File: config.mk
export PLATFORM = sky130hd
export DESIGN_NAME = sys_bridge_flat
export DESIGN_NICKNAME = d
export VERILOG_FILES = /design/src/rtl/sys_bridge_if.sv /design/src/rtl/sys_bridge.sv /design/src/flat_wrapper.sv
export SDC_FILE = /design/constraint.sdc
export NUM_CORES = 1
export LEC_CHECK = 0
export BUFFER_PORTS_ARGS = -buffer_cell sky130_fd_sc_hd__buf_2
export CORE_MARGIN = 3
export CORE_UTILIZATION = 30
export DETAILED_ROUTE_END_ITERATION = 16
export PLACE_DENSITY = 0.68
export SKIP_LAST_GASP = 1
export SYNTH_ARGS = -nofsm -noshare
export SYNTH_HDL_FRONTEND = slang
export SYNTH_SLANG_ARGS = --single-unit
export TNS_END_PERCENT = 20
File: constraint.sdc
create_clock -name clk -period 3.54 [get_ports clk]
set_input_delay 0.354 -clock clk [delete_from_list [all_inputs] [get_ports clk]]
set_output_delay 0.354 -clock clk [all_outputs]
set_load 0.005 [all_outputs]
File: src/rtl/sys_bridge_if.sv
`default_nettype none
// ============================================================================
// sys_bridge_if : CPU-side and device-side bus bundle of the system bridge
// Revision      : 1.0
// ============================================================================
interface sys_bridge_if #(
  parameter int DEV_NUM = 2
);
  logic [31:0]           PrAddr;
  logic                  PrWE;
  logic                  PrRE;
  logic [31:0]           PrWD;
  logic [31:0]           PrRD;
  logic                  PrReady;
  logic                  PrErr;
  logic [31:0]           DEV_Addr;
  logic [31:0]           DEV_WD;
  logic [DEV_NUM-1:0]    DEV_WE;
  logic [32*DEV_NUM-1:0] DEV_RD;
  logic [DEV_NUM-1:0]    DEV_IRQ;
  logic [5:0]            HWInt;

  // Bridge view
  modport slave (
    input  PrAddr, PrWE, PrRE, PrWD, DEV_RD, DEV_IRQ,
    output PrRD, PrReady, PrErr, DEV_Addr, DEV_WD, DEV_WE, HWInt
  );

  // CPU / device environment view
  modport master (
    output PrAddr, PrWE, PrRE, PrWD, DEV_RD, DEV_IRQ,
    input  PrRD, PrReady, PrErr, DEV_Addr, DEV_WD, DEV_WE, HWInt
  );
endinterface
`default_nettype wire

File: src/rtl/sys_bridge.sv
`default_nettype none
// ============================================================================
// sys_bridge : CPU-to-peripheral bridge with slot decode and sticky IRQ pending
// Revision   : 1.0
// ============================================================================
module sys_bridge #(
  parameter int          DEV_NUM    = 2,
  parameter logic [31:0] DEV_BASE   = 32'h0000_7F00,
  parameter logic [31:0] DEV_STRIDE = 32'h10,
  parameter int          DEV_WORDS  = 3,
  parameter logic [31:0] CTRL_BASE  = 32'h0000_7F40
) (
  input  logic         clk,
  input  logic         reset,
  sys_bridge_if.slave  bus
);
  localparam logic [31:0] SLOT_BYTES = 32'(4 * DEV_WORDS);

  logic [DEV_NUM-1:0] r_irq_q;
  logic [DEV_NUM-1:0] r_pend;
  logic [DEV_NUM-1:0] r_mask;
  logic [31:0]        r_err_addr;
  logic [31:0]        r_rd;
  logic               r_ready;
  logic               r_err;

  logic               w_req;
  logic               w_wr;
  logic               w_rd;
  logic               w_aligned;
  logic               w_hit_pend;
  logic               w_hit_mask;
  logic               w_hit_eaddr;
  logic               w_fault;
  logic [DEV_NUM-1:0] w_slot_hit;
  logic [31:0]        w_slot_off [DEV_NUM];
  logic [31:0]        w_dev_addr;
  logic [31:0]        w_rdata;
  logic [DEV_NUM-1:0] w_pend_clr;
  logic [DEV_NUM-1:0] w_irq_rise;
  logic [5:0]         w_hwint;

  assign w_req     = bus.PrWE | bus.PrRE;
  assign w_wr      = bus.PrWE;
  assign w_rd      = bus.PrRE & ~bus.PrWE;
  assign w_aligned = (bus.PrAddr[1:0] == 2'b00);

  // Unsigned wrap makes addresses below a slot base land far outside its range
  for (genvar i = 0; i < DEV_NUM; i++) begin : g_slot
    localparam logic [31:0] SLOT_BASE = DEV_BASE + DEV_STRIDE * 32'(i);
    assign w_slot_off[i] = bus.PrAddr - SLOT_BASE;
    assign w_slot_hit[i] = (w_slot_off[i] < SLOT_BYTES) && w_aligned;
  end

  assign w_hit_pend  = (bus.PrAddr == CTRL_BASE) && w_aligned;
  assign w_hit_mask  = (bus.PrAddr == CTRL_BASE + 32'd4) && w_aligned;
  assign w_hit_eaddr = (bus.PrAddr == CTRL_BASE + 32'd8) && w_aligned;
  assign w_fault     = ~(|w_slot_hit | w_hit_pend | w_hit_mask | w_hit_eaddr);

  always_comb begin
    w_dev_addr = '0;
    w_rdata    = '0;
    for (int i = 0; i < DEV_NUM; i++) begin
      if (w_slot_hit[i]) begin
        w_dev_addr = w_slot_off[i];
        w_rdata    = bus.DEV_RD[32*i +: 32];
      end
    end
    if (w_hit_pend)  w_rdata = 32'(r_pend);
    if (w_hit_mask)  w_rdata = 32'(r_mask);
    if (w_hit_eaddr) w_rdata = r_err_addr;
  end

  assign w_pend_clr = (w_wr && w_hit_pend) ? bus.PrWD[DEV_NUM-1:0] : '0;
  assign w_irq_rise = bus.DEV_IRQ & ~r_irq_q;

  always_comb begin
    w_hwint              = '0;
    w_hwint[DEV_NUM-1:0] = r_pend & r_mask;
  end

  always_ff @(posedge clk) begin
    if (!reset) begin
      r_irq_q    <= '0;
      r_pend     <= '0;
      r_mask     <= '1;
      r_err_addr <= '0;
      r_rd       <= '0;
      r_ready    <= 1'b0;
      r_err      <= 1'b0;
    end else begin
      r_irq_q <= bus.DEV_IRQ;
      r_ready <= w_req;
      r_err   <= w_req & w_fault;
      // Set term applied last so a coincident rising edge beats the W1C
      r_pend  <= (r_pend & ~w_pend_clr) | w_irq_rise;
      if (w_wr && w_hit_mask) r_mask <= bus.PrWD[DEV_NUM-1:0];
      if (w_req && w_fault)   r_err_addr <= bus.PrAddr;
      if (w_rd)               r_rd <= w_rdata;
    end
  end

  assign bus.DEV_WE   = w_wr ? w_slot_hit : '0;
  assign bus.DEV_Addr = w_dev_addr;
  assign bus.DEV_WD   = bus.PrWD;
  assign bus.PrRD     = r_rd;
  assign bus.PrReady  = r_ready;
  assign bus.PrErr    = r_err;
  assign bus.HWInt    = w_hwint;

endmodule
`default_nettype wire

File: src/flat_wrapper.sv
// flat-port wrapper written by rule: the top's interface ports become plain ports
module sys_bridge_flat 
#(
  parameter int          DEV_NUM    = 2,
  parameter logic [31:0] DEV_BASE   = 32'h0000_7F00,
  parameter logic [31:0] DEV_STRIDE = 32'h10,
  parameter int          DEV_WORDS  = 3,
  parameter logic [31:0] CTRL_BASE  = 32'h0000_7F40
)
  (clk, reset, bus_PrAddr, bus_PrWE, bus_PrRE, bus_PrWD, bus_DEV_RD, bus_DEV_IRQ, bus_PrRD, bus_PrReady, bus_PrErr, bus_DEV_Addr, bus_DEV_WD, bus_DEV_WE, bus_HWInt);
  sys_bridge_if #(.DEV_NUM(DEV_NUM)) bus_i ();
  input  logic clk;
  input  logic reset;
  input wire logic [$bits(bus_i.PrAddr)-1:0] bus_PrAddr;
  input wire logic [$bits(bus_i.PrWE)-1:0] bus_PrWE;
  input wire logic [$bits(bus_i.PrRE)-1:0] bus_PrRE;
  input wire logic [$bits(bus_i.PrWD)-1:0] bus_PrWD;
  input wire logic [$bits(bus_i.DEV_RD)-1:0] bus_DEV_RD;
  input wire logic [$bits(bus_i.DEV_IRQ)-1:0] bus_DEV_IRQ;
  output wire logic [$bits(bus_i.PrRD)-1:0] bus_PrRD;
  output wire logic [$bits(bus_i.PrReady)-1:0] bus_PrReady;
  output wire logic [$bits(bus_i.PrErr)-1:0] bus_PrErr;
  output wire logic [$bits(bus_i.DEV_Addr)-1:0] bus_DEV_Addr;
  output wire logic [$bits(bus_i.DEV_WD)-1:0] bus_DEV_WD;
  output wire logic [$bits(bus_i.DEV_WE)-1:0] bus_DEV_WE;
  output wire logic [$bits(bus_i.HWInt)-1:0] bus_HWInt;
  assign bus_i.PrAddr = bus_PrAddr;
  assign bus_i.PrWE = bus_PrWE;
  assign bus_i.PrRE = bus_PrRE;
  assign bus_i.PrWD = bus_PrWD;
  assign bus_i.DEV_RD = bus_DEV_RD;
  assign bus_i.DEV_IRQ = bus_DEV_IRQ;
  assign bus_PrRD = bus_i.PrRD;
  assign bus_PrReady = bus_i.PrReady;
  assign bus_PrErr = bus_i.PrErr;
  assign bus_DEV_Addr = bus_i.DEV_Addr;
  assign bus_DEV_WD = bus_i.DEV_WD;
  assign bus_DEV_WE = bus_i.DEV_WE;
  assign bus_HWInt = bus_i.HWInt;
  sys_bridge #(.DEV_NUM(DEV_NUM), .DEV_BASE(DEV_BASE), .DEV_STRIDE(DEV_STRIDE), .DEV_WORDS(DEV_WORDS), .CTRL_BASE(CTRL_BASE)) u_core (.clk(clk), .reset(reset), .bus(bus_i));
endmodule
==> impl_results.md <==
- Worst skew pair latency: 0.33 ns
- CTS Sinks: between 70 and 80
- Placed cell count: between 900 and 1000
- Most frequent CP cell: buf_2
- Routed wire length: 16700 um
- Hold buffers post-CTS: 0
- Commonest non-fill, non-tap cell in the layout: buf_2
- Final hold vios: 0
- Hold EP: u_core.r_irq_q[1]
- Nets: slightly above 900
- GRT Total Usage: 0.174
- Vias in the first global route: roughly 4600
- H-Tree Depth: 3
- HP Start: bus_DEV_IRQ[1]
- Setup TNS: 0 ns
- Slew HR: 0.164
- PD cells: 358 mW/mm^2
- Ant diodes: 0
- DR DRC count: 0
- Share of cells above drive strength 1: 0.266
- DP Worst Slack: 0.157 ns
- Clock skew: approximately 0.010 ns
- Area Overhead vs Synth: 18.3%
- Die Span Y: 136 um
- I/O pin count: 240
- DIE WIDTH: 136 um
- Crit path DAT: between 2 and 3 ns
- Final min period: 3.31 ns
- Status: completed
- Sequential area share after synthesis: 0.284
- Synth area leaders: dfxtp_1 28%, nand2_1 11%, buf_4 9.6%
- Via density per instance: between 5 and 6
- RSZ-0062 raised after global routing: false
- CP Class: primary input to output pin
- Pleak: between 2 and 3 nW
- Initial drt markers: just over 500
- Clk buf depth: 2
- CP peak stage delay: 0.40 ns
- MaxCap Viol Count: 0
- Detailed-route via count: just over 5000
- CP required: 3.19 ns
- Peak supply drop: 0.199 mV
- Largest net degree at the start of global routing: approximately 110
- DRT antenna net count: 0
- Post-synth EDFFs: 0
- Count of final setup violators: 0
- WHS Path Cells: 2
- # port buffers: approximately 150
- Syn avg cell area: 7.58 sq um
- Fin util: 0.370
- Worst reg2reg startpoint: u_core.r_pend[0]
- CTS Buf Count: 9
- Antenna violations before repair: 0
- Commonest non-fill, non-tap cells in the layout: 148 x buf_2, 144 x nand2_1, 72 x dfxtp_1
- FMAX: 302 MHz
- Yosys warning total: 0
- R2r setup slk: approximately 2.5 ns
- Remaining Overflow, GRT: 0
- Reg-to-reg endpoint: u_core.bus.PrRD[0]
- Max FO, Critical Path: 8
- Asr flop ratio synth: 0
- Dpl cell area: around 0.0057 sq mm
- Global-route wire length before repair: 25500 um
- Drt pass-1 iters: 4
- Unique cell type count in the Yosys netlist: 65
- Share of the synthesized area in the top cell type: 0.284
- Post-layout instance area: 0.00600 sq mm
- Post-Synthesis Cell Area: 0.00507 sq mm
- Area leader, netlist: dfxtp_1
- TritonCTS clock tree: done
- Non-Filler Instances: between 900 and 1000
- Worst slew pin tran: 1.25 ns
- Fin worst setup slack: about 0.23 ns
- Synthesized instance count: 669
- HPWL Detailed: 12700 um
- Cells on worst reg2reg path: 4
- Number of synthesized register bits: between 70 and 80
- Core ar.: 0.0162 sq mm
- Top_reg_cell synth: dfxtp_1
- Setup crit start kind: primary input
- Fin crit share: 0.936
- Crit path capture type: output pin
- Die area: 0.0185 sq mm
- Hold Crit Class: primary input to flop
- Fill count: 1738
- WL per Instance: between 15 and 20 um
- Max Slew Vio Count: 0
- Routability cong.: 0.932
- Crit-path cells: buf_2, inv_1, ha_1, or3b_1, a31oi_1, nand4b_1, a211oi_1, o2111ai_1, a2111oi_4, buf_4, nand2b_1, and2_1, buf_2
- Core Rows: 46
- Root buf cell: clkbuf_16
- Starting Density: 0.313
- Worst-path clk slew: 0.07 ns
- CP max stage cell: a2111oi_4
[worst max-delay path, delay by kind of cell]
kind | cells | cell delay (ns)
AOI/OAI and AO/OA | 4 | 0.98
adders and majority gates | 1 | 0.24
buffers and inverters | 4 | 0.58
and+or+nand+nor | 4 | 0.80
[cell type report]
cell class | instances | area, sq um | area share
Multi-Input combinational cell | 511 | 3010 | 0.501
Sequential cell | 72 | 1440 | 0.240
Inverter | 4 | 15.0 | 0.00250
Clock inverter | 6 | 68.8 | 0.0115
Timing Repair Buffer | 174 | 961 | 0.160
Clock buffer | 10 | 239 | 0.0398
Tap cell | 216 | 270 | 0.0450
[cells by family after synthesis]
family / count (synthesis) / share of synthesized area
simple gates: 274 / 0.276
compound gates: 157 / 0.193
buf+inv: 115 / 0.147
flops: 72 / 0.284
mux: 36 / 0.0710
xor+xnor: 8 / 0.0138
fa+ha+maj: 6 / 0.0148
other cells: 1 / 0.000739
[report_power, final]
group,switching (mW),total (mW),internal (mW)
Combinational,0.207,0.350,0.143
Clock,0.349,0.915,0.566
Sequential,0.0232,0.882,0.859
[through the flow]
step / total power, mW / hold slack, ns
floorplan: 1.14 / 0.435
global placement: 1.25 / 0.443
detailed placement: 1.25 / 0.448
CTS: 2.17 / 0.235
global route: 2.26 / 0.231
finish: 2.15 / 0.241
[synthesized netlist by cell type, types with 11 or more instances]
cell	instances
clkbuf_1	29
buf_4	65
a21oi_1	39
nor3_1	12
mux2i_1	36
dfxtp_1	72
nor2_1	26
nor2b_1	14
a31oi_1	33
nand2_1	144
and2_1	11
o21ai_0	40
nand3_1	12
[per-layer routing]
layer | track usage | vias up | routed length, um
li1 | - | 2480 | -
met1 | 0.249 | 2332 | 7710
met2 | 0.265 | 224 | 7380
met3 | 0.0285 | 32 | 1280
met4 | 0.0577 | 0 | 355
met5 | 0 | - | 0
[how the worst max path moves through the flow]
stage                     slack (ns)     startpoint  cells past startpoint               to
after floorplan                 0.56  bus_PrAddr[5]                     12  bus_DEV_Addr[8]
after global placement          0.21  bus_PrAddr[5]                     13  bus_DEV_Addr[2]
after detailed placement        0.16  bus_PrAddr[5]                     13  bus_DEV_Addr[3]
after CTS                       0.15  bus_PrAddr[5]                     13  bus_DEV_Addr[3]
after global routing            0.02  bus_PrAddr[5]                     13  bus_DEV_Addr[2]
final                           0.23  bus_PrAddr[5]                     13  bus_DEV_Addr[3]
[what timing repair did]
item,in CTS,in global routing
setup endpoints to repair,0,5
buffers inserted,0,2
endpoints found under the hold margin,0,0
gates resized for setup,0,1
[flip-flops by register name (all words and copies together) (netlist names)]
name	cells
u_core.bus.PrErr	1
u_core.r_irq_q	2
u_core.r_pend	2
u_core.bus.PrRD	32
u_core.bus.PrReady	1
u_core.r_mask	2
u_core.r_err_addr	32
Note: power is estimated with default switching activity, not from simulation.
